<file path="src/rtl/lift_fifo_if.sv">
// Handshake and status bundle for lift_fifo: the writer/reader side is the
// master, the FIFO itself is the slave.
interface lift_fifo_if #(
    parameter int WIDTH = 15,
    parameter int DEPTH = 16
);
    localparam int CW = $clog2(DEPTH) + 1;

    logic             enw;
    logic [WIDTH-1:0] datain;
    logic             enr;
    logic             clr_err;
    logic [WIDTH-1:0] dataout;
    logic             valid;
    logic             empty;
    logic             full;
    logic             almost_empty;
    logic             almost_full;
    logic [CW-1:0]    count;
    logic             overflow;
    logic             underflow;

    modport master (
        output enw, datain, enr, clr_err,
        input  dataout, valid, empty, full, almost_empty, almost_full,
               count, overflow, underflow
    );

    modport slave (
        input  enw, datain, enr, clr_err,
        output dataout, valid, empty, full, almost_empty, almost_full,
               count, overflow, underflow
    );
endinterface

</file>
<file path="src/rtl/lift_fifo.sv">
// Synchronous circular-buffer FIFO with registered read data, registered
// status flags and sticky overflow/underflow error flags.
module lift_fifo #(
    parameter int WIDTH     = 15,
    parameter int DEPTH     = 16,
    parameter int AFULL_TH  = DEPTH - 2,
    parameter int AEMPTY_TH = 2
) (
    input logic       clk,
    input logic       rst_n,
    lift_fifo_if.slave bus
);
    localparam int AW = $clog2(DEPTH);
    localparam int CW = AW + 1;

    logic [WIDTH-1:0] mem [DEPTH];

    logic [AW-1:0]    wr_ptr_q, wr_ptr_d;
    logic [AW-1:0]    rd_ptr_q, rd_ptr_d;
    logic [CW-1:0]    count_q, count_d;
    logic [WIDTH-1:0] dout_q, dout_d;
    logic             valid_q, valid_d;
    logic             empty_q, empty_d;
    logic             full_q, full_d;
    logic             aempty_q, aempty_d;
    logic             afull_q, afull_d;
    logic             ovf_q, ovf_d;
    logic             unf_q, unf_d;
    logic             wr_acc_s, rd_acc_s;

    // Accept decisions and next-state for pointers, count, read data and flags
    always_comb begin
        wr_acc_s = bus.enw & (~full_q | bus.enr);
        rd_acc_s = bus.enr & ~empty_q;

        if (wr_acc_s) begin
            wr_ptr_d = wr_ptr_q + AW'(1'b1);
        end else begin
            wr_ptr_d = wr_ptr_q;
        end

        if (rd_acc_s) begin
            rd_ptr_d = rd_ptr_q + AW'(1'b1);
            dout_d   = mem[rd_ptr_q];
            valid_d  = 1'b1;
        end else begin
            rd_ptr_d = rd_ptr_q;
            dout_d   = dout_q;
            valid_d  = 1'b0;
        end

        case ({wr_acc_s, rd_acc_s})
            2'b10:   count_d = count_q + CW'(1'b1);
            2'b01:   count_d = count_q - CW'(1'b1);
            default: count_d = count_q;
        endcase

        // A fresh error in the same cycle as clr_err keeps the flag set
        if (bus.enw & ~wr_acc_s) begin
            ovf_d = 1'b1;
        end else if (bus.clr_err) begin
            ovf_d = 1'b0;
        end else begin
            ovf_d = ovf_q;
        end

        if (bus.enr & empty_q) begin
            unf_d = 1'b1;
        end else if (bus.clr_err) begin
            unf_d = 1'b0;
        end else begin
            unf_d = unf_q;
        end

        empty_d  = (count_d == CW'(1'b0));
        full_d   = (count_d == CW'(DEPTH));
        aempty_d = (count_d <= CW'(AEMPTY_TH));
        afull_d  = (count_d >= CW'(AFULL_TH));
    end

    // Control and status registers with synchronous active-low reset
    always_ff @(posedge clk) begin
        if (!rst_n) begin
            wr_ptr_q <= {AW{1'b0}};
            rd_ptr_q <= {AW{1'b0}};
            count_q  <= {CW{1'b0}};
            dout_q   <= {WIDTH{1'b0}};
            valid_q  <= 1'b0;
            empty_q  <= 1'b1;
            full_q   <= 1'b0;
            aempty_q <= 1'b1;
            afull_q  <= 1'b0;
            ovf_q    <= 1'b0;
            unf_q    <= 1'b0;
        end else begin
            wr_ptr_q <= wr_ptr_d;
            rd_ptr_q <= rd_ptr_d;
            count_q  <= count_d;
            dout_q   <= dout_d;
            valid_q  <= valid_d;
            empty_q  <= empty_d;
            full_q   <= full_d;
            aempty_q <= aempty_d;
            afull_q  <= afull_d;
            ovf_q    <= ovf_d;
            unf_q    <= unf_d;
        end
    end

    // Storage array; left unreset so it can map onto RAM
    always_ff @(posedge clk) begin
        if (rst_n && wr_acc_s) begin
            mem[wr_ptr_q] <= bus.datain;
        end else begin
            mem[wr_ptr_q] <= mem[wr_ptr_q];
        end
    end

    assign bus.dataout      = dout_q;
    assign bus.valid        = valid_q;
    assign bus.empty        = empty_q;
    assign bus.full         = full_q;
    assign bus.almost_empty = aempty_q;
    assign bus.almost_full  = afull_q;
    assign bus.count        = count_q;
    assign bus.overflow     = ovf_q;
    assign bus.underflow    = unf_q;
endmodule

</file>
<file path="src/flat_wrapper.sv">
// flat-port wrapper written by rule: the top's interface ports become plain ports
module lift_fifo_flat 
#(
    parameter int WIDTH     = 15,
    parameter int DEPTH     = 16,
    parameter int AFULL_TH  = DEPTH - 2,
    parameter int AEMPTY_TH = 2
)
  (clk, rst_n, bus_enw, bus_datain, bus_enr, bus_clr_err, bus_dataout, bus_valid, bus_empty, bus_full, bus_almost_empty, bus_almost_full, bus_count, bus_overflow, bus_underflow);
  lift_fifo_if #(.WIDTH(WIDTH), .DEPTH(DEPTH)) bus_i ();
  input logic clk;
  input logic rst_n;
  input wire logic [$bits(bus_i.enw)-1:0] bus_enw;
  input wire logic [$bits(bus_i.datain)-1:0] bus_datain;
  input wire logic [$bits(bus_i.enr)-1:0] bus_enr;
  input wire logic [$bits(bus_i.clr_err)-1:0] bus_clr_err;
  output wire logic [$bits(bus_i.dataout)-1:0] bus_dataout;
  output wire logic [$bits(bus_i.valid)-1:0] bus_valid;
  output wire logic [$bits(bus_i.empty)-1:0] bus_empty;
  output wire logic [$bits(bus_i.full)-1:0] bus_full;
  output wire logic [$bits(bus_i.almost_empty)-1:0] bus_almost_empty;
  output wire logic [$bits(bus_i.almost_full)-1:0] bus_almost_full;
  output wire logic [$bits(bus_i.count)-1:0] bus_count;
  output wire logic [$bits(bus_i.overflow)-1:0] bus_overflow;
  output wire logic [$bits(bus_i.underflow)-1:0] bus_underflow;
  assign bus_i.enw = bus_enw;
  assign bus_i.datain = bus_datain;
  assign bus_i.enr = bus_enr;
  assign bus_i.clr_err = bus_clr_err;
  assign bus_dataout = bus_i.dataout;
  assign bus_valid = bus_i.valid;
  assign bus_empty = bus_i.empty;
  assign bus_full = bus_i.full;
  assign bus_almost_empty = bus_i.almost_empty;
  assign bus_almost_full = bus_i.almost_full;
  assign bus_count = bus_i.count;
  assign bus_overflow = bus_i.overflow;
  assign bus_underflow = bus_i.underflow;
  lift_fifo #(.WIDTH(WIDTH), .DEPTH(DEPTH), .AFULL_TH(AFULL_TH), .AEMPTY_TH(AEMPTY_TH)) u_core (.clk(clk), .rst_n(rst_n), .bus(bus_i));
endmodule
</file>
<file path="config.mk">
export PLATFORM = sky130hd
export DESIGN_NAME = lift_fifo_flat
export DESIGN_NICKNAME = d
export VERILOG_FILES = /design/src/rtl/lift_fifo_if.sv /design/src/rtl/lift_fifo.sv /design/src/flat_wrapper.sv
export SDC_FILE = /design/constraint.sdc
export NUM_CORES = 1
export LEC_CHECK = 0
export BUFFER_PORTS_ARGS = -buffer_cell sky130_fd_sc_hd__buf_2
export CORE_UTILIZATION = 45
export DETAILED_ROUTE_END_ITERATION = 10
export HOLD_SLACK_MARGIN = 0.02
export PLACE_DENSITY = 0.75
export SLEW_MARGIN = 10
export SYNTH_ARGS = -nofsm -noshare
export SYNTH_HDL_FRONTEND = slang
export SYNTH_SLANG_ARGS = --single-unit
</file>
<file path="constraint.sdc">
create_clock -name clk -period 2.9 [get_ports clk]
set_input_delay 0.435 -clock clk [delete_from_list [all_inputs] [get_ports clk]]
set_output_delay 0.435 -clock clk [all_outputs]
set_load 0.01 [all_outputs]
</file>
==> impl.org <==
** Layout
- Area Overhead vs Synth :: 16.3%
- Most frequent cells in the layout :: 240 x edfxtp_1, 60 x mux4_2, 54 x nand2_1
- Final-layout fill cell count :: 1727
- The final layout contains 681 nets.
- In the final layout, the multi-input gates occupy 2560 um^2.
- Antenna diode count :: 0
- Cells with a size suffix above 1 make up 27.5% of the layout.
- Final core utilization :: 53.9%
- Most common library cell in the layout ignoring fill and taps :: edfxtp_1
- Storage element area :: 7910 um^2

** Timing
- Final setup TNS :: 0 ps
- Clock period minus worst slack :: 2620 ps
- Setup repair after global routing left no endpoint under its margin.
- For this run, the top clock speed supported by timing is 382 MHz.
- The final number of max-transition violations was 0.
- Share of the cycle needed by the critical path after routing :: 90.4%
- Final-report hold violation count :: 0
- In this run the tightest slew margin relative to its limit is 43.5%.
- Setup violations remaining at the end of the flow were counted as 0.
- For the pin with the worst max-slew slack, the measured transition is 848 ps.
- Clock skew :: 7.33 ps

** Critical path
- For the worst setup path, the data arrival time is 3100 ps.
- Data on the critical path is required at its endpoint by 3380 ps.
- Along the worst path, the maximum fanout reaches 5.
- The worst setup path is of the reg2reg kind.
- CP endpoint kind :: flop
- Source of the critical timing path :: u_core.bus.full
- In this run the register-to-register setup slack is 280 ps.
- Kind of start point of the critical path :: flop
- The startpoint identified for the worst register-to-register timing path is u_core.bus.full.

** Placed design
- After legalization and detailed placement, the total HPWL measured 13.5 mm.
- At the end of routability-driven placement, the weighted congestion stood at 0.778.
- Port buffering added 46 buffers.

** Global routing
- Via count of the first global-routing pass :: 5732
- First-pass GRT wire length :: 33.5 mm
- In the global route stage, overall resource usage came out at 18.7%.
- The initial antenna violation count was 1.
- Entering global routing, the biggest net connects 64 pins.
- The total overflow left after global routing is 0.

** Clocking
- Clock buffers created by TritonCTS :: 27
- Resized Gates After CTS :: 0
- CTS saw 275 sinks.
- The number of setup buffers added after CTS is 0.
- TritonCTS built the clock tree.
- The clock reaches the later pin of the worst-skew pair after 530 ps.
- The root buffer cell chosen for the clock tree is clkbuf_16.
- Count of hold buffers inserted by post-cts repair :: 0
- Clock slew at the register clock pins of the worst setup and hold paths :: 60 ps
- Deepest level of the CTS H-tree :: 1
- Buffer levels on the longest clock path :: 3

** Die
- Once the floorplan was initialized, standard cells occupied 46.4% of the core.
- I/O pins :: 47
- In this run the vertical extent of the chip is 156 um.
- Die width :: 156 um
- Floorplan die area :: 24200 um^2
- The initialized floorplan defines 55 standard-cell rows.
- In this run the standard cell core region covers 22900 um^2.

** Run status
- Result of the run :: finished, final reports clean

** Pwr
- Total Power Consumption :: 8.89 mW
- Leakage :: 4.08 nW
- IR analysis of the VDD net gives a maximum drop of 500 uV.
- Dividing total power by cell area gives a power density of 720 nW/um^2.

** Route
- Via count normalized by instance count :: 5.60
- Average detailed-routed wire length per instance :: 22.3 um
- The first detailed-routing pass ran for 5 iterations.
- Initial DRC Count :: 493
- For this block, the via count after detailed routing is 5517.
- # DRC :: 0
- Once detail routing completed, the nets flagged for antenna violations numbered 0.
- Wirelength, routed :: 22.0 mm

** Logic synthesis
- Number of synthesized register bits :: 275
- Register area share after synthesis :: 74.4%
- Async set-or-reset flop fraction in the synthesized netlist :: 0%
- Number of flops mapped to enable cells by yosys :: 240
- During synthesis, Yosys emitted a total of 0 warnings.
- The most used flip-flop cell after synthesis is edfxtp_1.
- Mapped Area :: 10600 um^2
- Top area cells in the synthesized netlist :: edfxtp_1 68%, mux4_2 13%, dfxtp_1 6.6%, a22oi_1 2.2%, nand2_1 1.9%
- Syn Inst Count :: 574
- The synthesized netlist contains 42 unique library cells.
- Largest area contributor in the synthesized netlist :: edfxtp_1
- The average instance in the mapped netlist occupies 18.5 um^2.
- The top cell type by area accounts for 67.8% of the synthesized area.
- Syn nets :: 603

** Flow run
- Max-cap violations in this run came to 0.

** Worst hold path
- In this run the most critical hold path is launched from bus_enw.
- In this run the worst hold path is classified as in2reg.
worst paths after layout:
| path | cells past startpoint | to |
|---|---|---|
| setup reg to reg | 10 | u_core.bus.full |
| setup / recovery | 10 | u_core.bus.full |
| hold reg to reg | 2 | u_core.bus.dataout[9] |
| hold / removal | 3 | u_core.bus.overflow |
flip-flops by register name, indices dropped and copies added (netlist names):
register,flops
u_core.bus.dataout,15
u_core.bus.underflow,1
u_core.bus.almost_full,1
u_core.bus.count,5
u_core.bus.almost_empty,1
u_core.bus.overflow,1
u_core.bus.full,1
u_core.mem,240
u_core.rd_ptr_q,4
u_core.wr_ptr_q,4
u_core.bus.empty,1
u_core.bus.valid,1
worst max-delay path, stage by stage, from the launching register on:
cell	delay (ps)
dfxtp_1	320
a21boi_1	180
inv_1	90
ha_1	220
xor2_1	200
ha_1	270
nor3_1	90
or3_1	390
o211ai_1	230
xor2_1	320
and4b_1	240
layout make-up:
class / instances / area share [%]
well taps: 313 / 3.17
clock buffers: 34 / 5.76
flip-flops and latches: 275 / 64.0
inverters: 8 / 0.243
repair buffers: 78 / 4.52
clock inverters: 15 / 1.52
multi-input cells: 262 / 20.7
Yosys cell counts, types with 3 or more instances:
master and count:
nor2_1 23, o211ai_1 3, inv_1 8, o21ai_1 12, ha_1 9, o21ai_0 8
a22oi_1 31, nor2b_1 9, xor2_1 3, xnor2_1 5, clkbuf_1 19, nor3_1 3
mux4_2 60, edfxtp_1 240, buf_2 8, nand2_1 54, and2_1 11, dfxtp_1 35
nor3b_1 3
stage by stage:
step	instance area [um^2]	hold slack, ps	cells	setup slack [ps]
detailed placement	11500	445	936	31.5
CTS	12400	207	985	300
global placement	11500	435	936	192
floorplan	10600	473	574	13.0
global route	12400	214	985	52.9
finish	12400	220	985	279
layer usage:
layer	up-vias	part of all wire (%)	track usage, %
met5	-	0.055	0
met4	2	1.8	4.72
met3	34	6.8	3.89
met2	204	51	32.5
met1	2835	40	24.1
li1	2442	-	-
where the power goes:
part / switching, mW / internal, mW
registers: 0.0614 / 4.39
logic: 0.489 / 0.427
clock network: 1.42 / 2.10
cells by family after synthesis:
| family | synth area share (%) |
|---|---|
| AOI/OAI and AO/OA | 4.11 |
| xor gates and xnor gates | 0.659 |
| adders and majority gates | 1.06 |
| buffers and inverters | 1.47 |
| DFF | 74.4 |
| muxes | 12.9 |
| and+or+nand+nor | 5.37 |
Note: power is estimated with default switching activity, not from simulation.
